--- config.mk ---
export PLATFORM = sky130hd
export DESIGN_NAME = wb_arbiter_2m
export DESIGN_NICKNAME = d
export VERILOG_FILES = /design/src/rtl/soc_pkg.sv /design/src/rtl/wb_arb_timeout.sv /design/src/rtl/wb_arbiter_2m.sv
export SDC_FILE = /design/constraint.sdc
export NUM_CORES = 1
export LEC_CHECK = 0
export ABC_AREA = 1
export CORE_AREA = 2 2 123 125
export DETAILED_ROUTE_END_ITERATION = 12
export DIE_AREA = 0 0 125 127
export SYNTH_ARGS = -nofsm -noshare
export SYNTH_HDL_FRONTEND = slang
export SYNTH_SLANG_ARGS = --single-unit
--- constraint.sdc ---
create_clock -name clk_i -period 2.4 [get_ports clk_i]
set_clock_uncertainty 0.2 [all_clocks]
set_input_delay 0.48 -clock clk_i [delete_from_list [all_inputs] [get_ports clk_i]]
set_output_delay 0.48 -clock clk_i [all_outputs]
set_load 0.01 [all_outputs]
--- src/rtl/soc_pkg.sv ---
// Shared types and constants for the soc Wishbone fabric: arbiter state encoding,
// request/response bundles and the round-robin pick rule.
package soc_pkg;

  localparam int WB_ADDR_W = 32;
  localparam int WB_DATA_W = 32;
  localparam int WB_SEL_W  = WB_DATA_W / 8;

  localparam int unsigned WB_TIMEOUT_CYCLES = 255;

  typedef enum logic [1:0] {
    IDLE     = 2'd0,
    GRANT_M0 = 2'd1,
    GRANT_M1 = 2'd2
  } wb_arb_state_e;

  typedef struct packed {
    logic                 cyc;
    logic                 stb;
    logic                 we;
    logic [WB_SEL_W-1:0]  sel;
    logic [WB_ADDR_W-1:0] adr;
    logic [WB_DATA_W-1:0] dat;
  } wb_req_t;

  typedef struct packed {
    logic                 ack;
    logic                 err;
    logic [WB_DATA_W-1:0] dat;
  } wb_rsp_t;

  // Round-robin choice at an arbitration point; last = 1 means M1 won the previous grant.
  function automatic wb_arb_state_e wb_arb_pick(input logic cyc0, input logic cyc1,
                                                input logic last);
    wb_arb_state_e pick;
    if (cyc0 && cyc1) pick = last ? GRANT_M0 : GRANT_M1;
    else if (cyc0)    pick = GRANT_M0;
    else if (cyc1)    pick = GRANT_M1;
    else              pick = IDLE;
    return pick;
  endfunction

endpackage

--- src/rtl/wb_arb_timeout.sv ---
// Per-transfer watchdog: counts stalled strobe cycles on the slave bus and
// produces a one-cycle fire pulse when the count reaches TIMEOUT_CYCLES.
module wb_arb_timeout
  import soc_pkg::*;
#(
  parameter int unsigned TIMEOUT_CYCLES = WB_TIMEOUT_CYCLES
) (
  input  logic clk,
  input  logic rst_n,
  input  logic cyc,
  input  logic stb,
  input  logic ack,
  input  logic err,
  input  logic restart,
  output logic fire
);

  localparam logic [15:0] LIMIT = 16'(TIMEOUT_CYCLES);

  logic [15:0] count;
  logic        stalled;

  assign stalled = cyc & stb & ~ack & ~err;

  // A genuine ack in the firing cycle wins; the transfer completed normally.
  assign fire = cyc & stb & ~ack & (count == LIMIT);

  // NOTE: sequential state uses non-blocking assignments so every register samples
  // pre-edge values, independent of block ordering.
  always_ff @(posedge clk or negedge rst_n) begin
    if (!rst_n) begin
      count <= '0;
    end else if (fire || ack || err || !stb || restart) begin
      count <= '0;
    end else if (stalled) begin
      count <= count + 16'd1;
    end
  end

endmodule

--- src/rtl/wb_arbiter_2m.sv ---
// Two-master / one-slave Wishbone B4 classic arbiter: round-robin grant locked for
// the holder's cyc, combinational request/response muxing and a stall watchdog.
module wb_arbiter_2m
  import soc_pkg::*;
#(
  parameter int          ADDR_W         = WB_ADDR_W,
  parameter int          DATA_W         = WB_DATA_W,
  parameter int unsigned TIMEOUT_CYCLES = WB_TIMEOUT_CYCLES
) (
  input  logic                clk_i,
  input  logic                rst_ni,

  input  logic                m0_cyc_i,
  input  logic                m0_stb_i,
  input  logic                m0_we_i,
  input  logic [DATA_W/8-1:0] m0_sel_i,
  input  logic [ADDR_W-1:0]   m0_adr_i,
  input  logic [DATA_W-1:0]   m0_dat_i,
  output logic                m0_ack_o,
  output logic                m0_err_o,
  output logic [DATA_W-1:0]   m0_dat_o,

  input  logic                m1_cyc_i,
  input  logic                m1_stb_i,
  input  logic                m1_we_i,
  input  logic [DATA_W/8-1:0] m1_sel_i,
  input  logic [ADDR_W-1:0]   m1_adr_i,
  input  logic [DATA_W-1:0]   m1_dat_i,
  output logic                m1_ack_o,
  output logic                m1_err_o,
  output logic [DATA_W-1:0]   m1_dat_o,

  output logic                s_cyc_o,
  output logic                s_stb_o,
  output logic                s_we_o,
  output logic [DATA_W/8-1:0] s_sel_o,
  output logic [ADDR_W-1:0]   s_adr_o,
  output logic [DATA_W-1:0]   s_dat_o,
  input  logic                s_ack_i,
  input  logic                s_err_i,
  input  logic [DATA_W-1:0]   s_dat_i,

  output logic [1:0]          grant_o,
  output logic                timeout_o
);

  localparam int SEL_W = DATA_W / 8;

  wb_arb_state_e state, state_next;
  logic          last, last_next;
  logic          rearb;
  logic          gnt0, gnt1;
  logic          holder_change;
  logic          wd_fire;

  // Reset leaves last = 1 so M0 takes the first tie.
  always_ff @(posedge clk_i or negedge rst_ni) begin
    if (!rst_ni) begin
      state <= IDLE;
      last  <= 1'b1;
    end else begin
      state <= state_next;
      last  <= last_next;
    end
  end

  // NOTE: every variable written here gets a default first so no latch is inferred.
  always_comb begin
    state_next = state;
    last_next  = last;
    rearb      = 1'b1;
    case (state)
      GRANT_M0: rearb = ~m0_cyc_i;
      GRANT_M1: rearb = ~m1_cyc_i;
      default:  rearb = 1'b1;
    endcase
    if (rearb) begin
      state_next = wb_arb_pick(m0_cyc_i, m1_cyc_i, last);
      if (state_next == GRANT_M0)      last_next = 1'b0;
      else if (state_next == GRANT_M1) last_next = 1'b1;
    end
  end

  assign gnt0          = (state == GRANT_M0);
  assign gnt1          = (state == GRANT_M1);
  assign grant_o       = {gnt1, gnt0};
  assign holder_change = (state_next != state);

  // Request path: AND-OR mux on the registered grant, all zero when idle.
  assign s_cyc_o = (m0_cyc_i & gnt0) | (m1_cyc_i & gnt1);
  assign s_stb_o = (m0_stb_i & gnt0) | (m1_stb_i & gnt1);
  assign s_we_o  = (m0_we_i  & gnt0) | (m1_we_i  & gnt1);
  assign s_sel_o = ({SEL_W{gnt0}}  & m0_sel_i) | ({SEL_W{gnt1}}  & m1_sel_i);
  assign s_adr_o = ({ADDR_W{gnt0}} & m0_adr_i) | ({ADDR_W{gnt1}} & m1_adr_i);
  assign s_dat_o = ({DATA_W{gnt0}} & m0_dat_i) | ({DATA_W{gnt1}} & m1_dat_i);

  // Response path: only the holder sees the slave; the watchdog error is merged in.
  assign m0_ack_o = gnt0 & s_ack_i;
  assign m0_err_o = gnt0 & (s_err_i | wd_fire);
  assign m0_dat_o = {DATA_W{gnt0}} & s_dat_i;
  assign m1_ack_o = gnt1 & s_ack_i;
  assign m1_err_o = gnt1 & (s_err_i | wd_fire);
  assign m1_dat_o = {DATA_W{gnt1}} & s_dat_i;

  assign timeout_o = wd_fire;

  wb_arb_timeout #(
    .TIMEOUT_CYCLES(TIMEOUT_CYCLES)
  ) u_timeout (
    .clk     (clk_i),
    .rst_n   (rst_ni),
    .cyc     (s_cyc_o),
    .stb     (s_stb_o),
    .ack     (s_ack_i),
    .err     (s_err_i),
    .restart (holder_change),
    .fire    (wd_fire)
  );

  grant_onehot: assert property (@(posedge clk_i) disable iff (!rst_ni) $onehot0(grant_o));
  single_ack:   assert property (@(posedge clk_i) disable iff (!rst_ni) !(m0_ack_o && m1_ack_o));

endmodule
======== Word level (Yosys, flattened, before mapping) ========
Index checks and enable logic that the tools add are counted.
operators by class
  mux-type cells .......................... 11
  equality and inequality tests ........... 6
  reductions and logical operators ........ 9
  add/sub/neg operators ................... 1
  bitwise gates (word level) .............. 33
operators by type and width
  kind                     count
  $and A32 B32 Y32         6
  $or A32 B32 Y32          2
  $mux W16                 2
  $add A16 B1 Y16 const B  1
  $eq A16 B8 Y1 const B    1
  $and A1 B1 Y1            14
  $mux W2                  6
  $and A4 B4 Y4            2
  $eq A2 B1 Y1 const B     2
  $eq A2 B2 Y1 const B     2
  $logic_or A1 B1 Y1       4
  $not A1 Y1               4
  $or A1 B1 Y1             4
  $or A4 B4 Y4             1
  $reduce_bool A2 Y1       2
  $mux W1                  2
  $ne A2 B2 Y1             1
  $pmux W1 S2              1
  $reduce_and A2 Y1        1
  $logic_and A1 B1 Y1      1
  $logic_not A1 Y1         1
word-level totals
  register bits ........................... 19
  logic and storage cells ................. 63
  output and inout bits ................... 142

======== Longest topological paths before layout ========
  depth in word-level cells ............... 11
  mapped depth ............................ 13
  gate-level depth less buffers ........... 12

======== Hierarchy ========
Synthesis repeated with hierarchy kept, for this count alone.
second synthesis, totals
  cell total of the unflattened synthesis .. 413
  area, all modules ....................... 2,603.7 um^2
by module, submodules not included
  module          instances  area an instance (um^2)  cells an instance  sequential area each (um^2)
  wb_arbiter_2m   1          1,596.5                  271                76.3
  wb_arb_timeout  1          1,007.2                  142                400.4

======== Worst setup path after synthesis ========
OpenSTA, ideal clock, no wires.
  path kind ............................... reg2out
  start point ............................. register state[0]
  end point ............................... output port m1_err_o
  data arrival time ....................... 1.526 ns
  cell stages (with the launch flop) ...... 8
  path slack .............................. 0.194 ns
  cell sequence ........................... dfrtp_1 -> inv_1 -> ha_1 -> buf_6 -> clkbuf_1 -> clkbuf_1 -> inv_1 -> nor2_1
between the ends
  longest elaborated chain between the ends .. 8
ends and longest elaborated chain
  what                                     line                                      source
  start, declared                          wb_arbiter_2m.sv:49                       wb_arb_state_e state, state_next;
  start signal, assigned                   wb_arbiter_2m.sv:62                       state <= state_next;
  $eq A2 B2 Y1 (*)                         wb_arbiter_2m.sv:85                       assign gnt1 = (state == GRANT_M1);
  via gnt1                                 wb_arbiter_2m.sv:52                       logic gnt0, gnt1;
  $and A1 B1 Y1, on equally long branches  wb_arbiter_2m.sv:90, wb_arbiter_2m.sv:91
  $or A1 B1 Y1, on equally long branches   wb_arbiter_2m.sv:90, wb_arbiter_2m.sv:91
  $and A1 B1 Y1 (3 in series)              wb_arb_timeout.sv:26                      assign fire = cyc & stb & ~ack & (count == LIMIT);
  $or A1 B1 Y1                             wb_arbiter_2m.sv:102                      assign m1_err_o = gnt1 & (s_err_i | wd_fire);
  $and A1 B1 Y1 (*)                        wb_arbiter_2m.sv:102
  end, declared                            wb_arbiter_2m.sv:30                       output logic m1_err_o,
Mark *: on every way through the listed nets, which the timed path passes. The rest lies on a longest branch.

======== Worst setup path after layout ========
  start point ............................. register state[1]
  end point ............................... output port s_dat_o[6]
between the ends
  longest elaborated chain between the ends .. 3
ends and longest elaborated chain
  what                                          line                                      source
  $eq A2 B1 Y1 or $eq A2 B2 Y1 (tied branches)  wb_arbiter_2m.sv:84, wb_arbiter_2m.sv:85
  $and A32 B32 Y32                              wb_arbiter_2m.sv:95                       assign s_dat_o = ({DATA_W{gnt0}} & m0_dat_i) | ({DATA_W{gnt1}} & m1_dat_i);
  $or A32 B32 Y32 (*)                           wb_arbiter_2m.sv:95
  end, declared                                 wb_arbiter_2m.sv:38                       output logic [DATA_W-1:0] s_dat_o,
Mark *: on every way between the ends. The rest lies on a longest branch, timed or not.

==> results.md <==
* Status: finished, violations left
* Failing checks: negative setup slack
* Routed wire per std cell at 22.1 um
* Share of cells above drive strength 1 at 35.6%
* Critical path's slowest cell: dfrtp_1
* Clock slew at reported path FFs at 0.06 ns
* Initial Utilization at between 15 and 20%
* Number of failing hold endpoints at the final stage at 0
* R2r setup slk at -0.03 ns
* Net count, final at 963
* Routed vias at between 4k and 5k
* Share of the clock period used by the worst path at 106%
* Max cap viols at 0
* Peak VDD IR at 0.000432 V
* Fin crit period at 2.54 ns
* Most frequent cells in the layout: 177 x clkdlybuf4s50_1, 89 x nand2_1, 82 x inv_1
* Input/output buffers at 319
* Core Area at 14400 um^2
* TritonCTS clock tree: done
* Min-delay src: last
* Required time worst endpoint at 1.72 ns
* Setup ws final at -0.140 ns
* Pre-CTS setup slack at -0.569 ns
* # hold bufs at CTS at 0
* FP Rows at 44
* Worst-path fanout max at 8
* YS warnings at 0
* Worst hold path class: flop to flop
* Die Y at 127 um
* Drt drc at 0
* Sequential-to-total area share from yosys stat at a little under a fifth
* Leak Pwr at 3.84 nW
* Worst-margin pin slew at 0.294 ns
* Largest cells by area after synthesis: a22o_1 24%, dfrtp_1 18%, nand2_1 16%
* Total wire length at 21300 um
* Critical Path End Type: output port
* Crit-path cells: buf_6, ha_4, buf_8, buf_12, buf_16, a22o_4, buf_6
* First-pass GRT wire length at approximately 29000 um
* Hold path depth at 2
* CP startpoint kind: flop
* GPL Wtd Cong at 0.970
* CP arrival at about 1.9 ns
* Final Max Tran Viols at 0
* Largest net degree at the start of global routing at 24
* H-Tree Depth at 1
* Commonest non-fill, non-tap cell in the layout: clkdlybuf4s50_1
* Grt total ovfl at 0
* Critical path class: flop to output port
* DR iter-0 viols at 177
* Syn Nets at 597
* Post-Synthesis Cells at 415
* Total die area at 15900 um^2
* Vias per cell at 4.46
* Worst slew margin at about 80%
* # setup viols final at 74
* Clock latency on the worst-skew pair at 0.26 ns
* Vias in the first global route at 4391
* #FFs+latches synth at 19
* Top Ports at 320
* CTS Buf Count at 3
* Synth top area share at between 20% and 30%
* Final ANT Viol Nets at 0
* RSZ-0062 raised after global routing: true
* Worst Hold Path EP: last
* Die width at 125 um
* Avg Cell Area, Syn at a little over 6 um^2
* Fmax at slightly below 400 MHz
* Unique masters post-synth at 26
* Detailed placement HPWL at between 15000 and 20000 um
* CTS root buffer: clkbuf_16
* Clock buffer depth at 2
* Largest area contributor in the synthesized netlist: a22o_1
* Antenna violations before repair at 4
* Worst r2r src: state[1]
* Critical path's largest stage delay at 0.42 ns
* Area Overhead vs Synth at 178%
* Crit-path most repeated cell: buf_6
* CTS Sinks at 19
* GRT Total Usage at 24.7%
* PD cells at 929 nW/um^2
* TritonRoute pass-1 iters at 4
* Util after Layout at 49.0%
* Worst reg2reg path depth at 14
* R2R Path End: u_timeout.count[8]
* Synth Cell Area at 2540 um^2
-- power breakdown --
part | leakage [nW] | total [mW] | switching [mW] | internal [mW]
Clock | 0.0382 | 0.357 | 0.130 | 0.227
Sequential | 0.259 | 0.374 | 0.0256 | 0.349
Combinational | 3.55 | 5.83 | 2.75 | 3.08
Total | 3.84 | 6.56 | 2.91 | 3.65
-- final cells by class --
type,count,area [um^2]
Fill cell,1410,7360
Antenna cell,1,2.50
Clock buffer,4,78.8
Tap cell,184,230
Multi-Input combinational cell,270,1930
Inverter,99,372
Sequential cell,19,477
Timing Repair Buffer,388,3980
-- synthesized netlist by cell type, drive strengths merged --
master and number:
ha 4, nor2 41, nand3 15, o21ai 4, inv 99, nand4 3
a31oi 1, dfstp 1, nor3 6, a21oi 6, xor2 5, o21bai 1
dfrtp 18, a22o 69, buf 5, clkbuf 22, nand2 115
-- worst max path at each step --
stage               cells after the start         end  slack [ns]      from
global placement                       10    m0_err_o       -0.54  m1_stb_i
global route                           11    m1_err_o       -0.23  state[0]
CTS                                    10   timeout_o       -0.16  state[0]
detailed placement                     10    m0_err_o       -0.57  m1_stb_i
floorplan                               7    m1_err_o        0.19  state[0]
finish                                  7  s_dat_o[6]       -0.14  state[1]
-- sequential cells by signal (all words and copies together), names as in the netlist --
| register | count |
|---|---|
| u_timeout.count | 16 |
| state | 2 |
| last | 1 |
-- worst max-delay path: cells and delay by family (launching register included) --
kind	cells	cell delay (ns)
AOI/OAI and AO/OA	1	0.27
DFF	1	0.42
buffers and inverters	5	0.73
adders and majority gates	1	0.20
-- stage by stage --
stage | total power [mW] | std cells | hold slack [ns] | cell area, um^2 | TNS [ns]
2_1_floorplan | 2.19 | 415 | -0.0156 | 2540 | 0
3_3_place_gp | 5.12 | 929 | 0.330 | 6220 | -9.21
3_5_place_dp | 5.13 | 929 | 0.332 | 6220 | -10.66
4_1_cts | 6.01 | 952 | 0.342 | 6620 | -6.50
5_1_grt | 6.91 | 964 | 0.356 | 7060 | -9.32
6_report | 6.56 | 965 | 0.344 | 7060 | -5.17
-- cell families after synthesis --
| group | count (synthesis) | synth area share (%) |
|---|---|---|
| AND/OR/NAND/NOR | 180 | 31.2 |
| buffers and inverters | 126 | 19.8 |
| AO/OA/AOI/OAI | 81 | 26.6 |
| flip-flops | 19 | 18.8 |
| XOR/XNOR | 5 | 1.72 |
| adder cells (fa/ha/maj) | 4 | 1.97 |
-- timing repair --
action | in CTS | in global routing
resized for setup | 508 | 181
cloned | 8 | 4
setup endpoints to repair | 141 | 130
setup buffers | 15 | 10
pin swaps | 21 | 42
-- layer usage --
layer	GRT usage (%)	part of all wire, %	wire [um]
met1	27.7	37	7900
met2	39.8	45	9660
met3	16.7	16	3400
met4	3.86	1.6	332
met5	0	0.18	38
(Power assumes the default switching activity.)
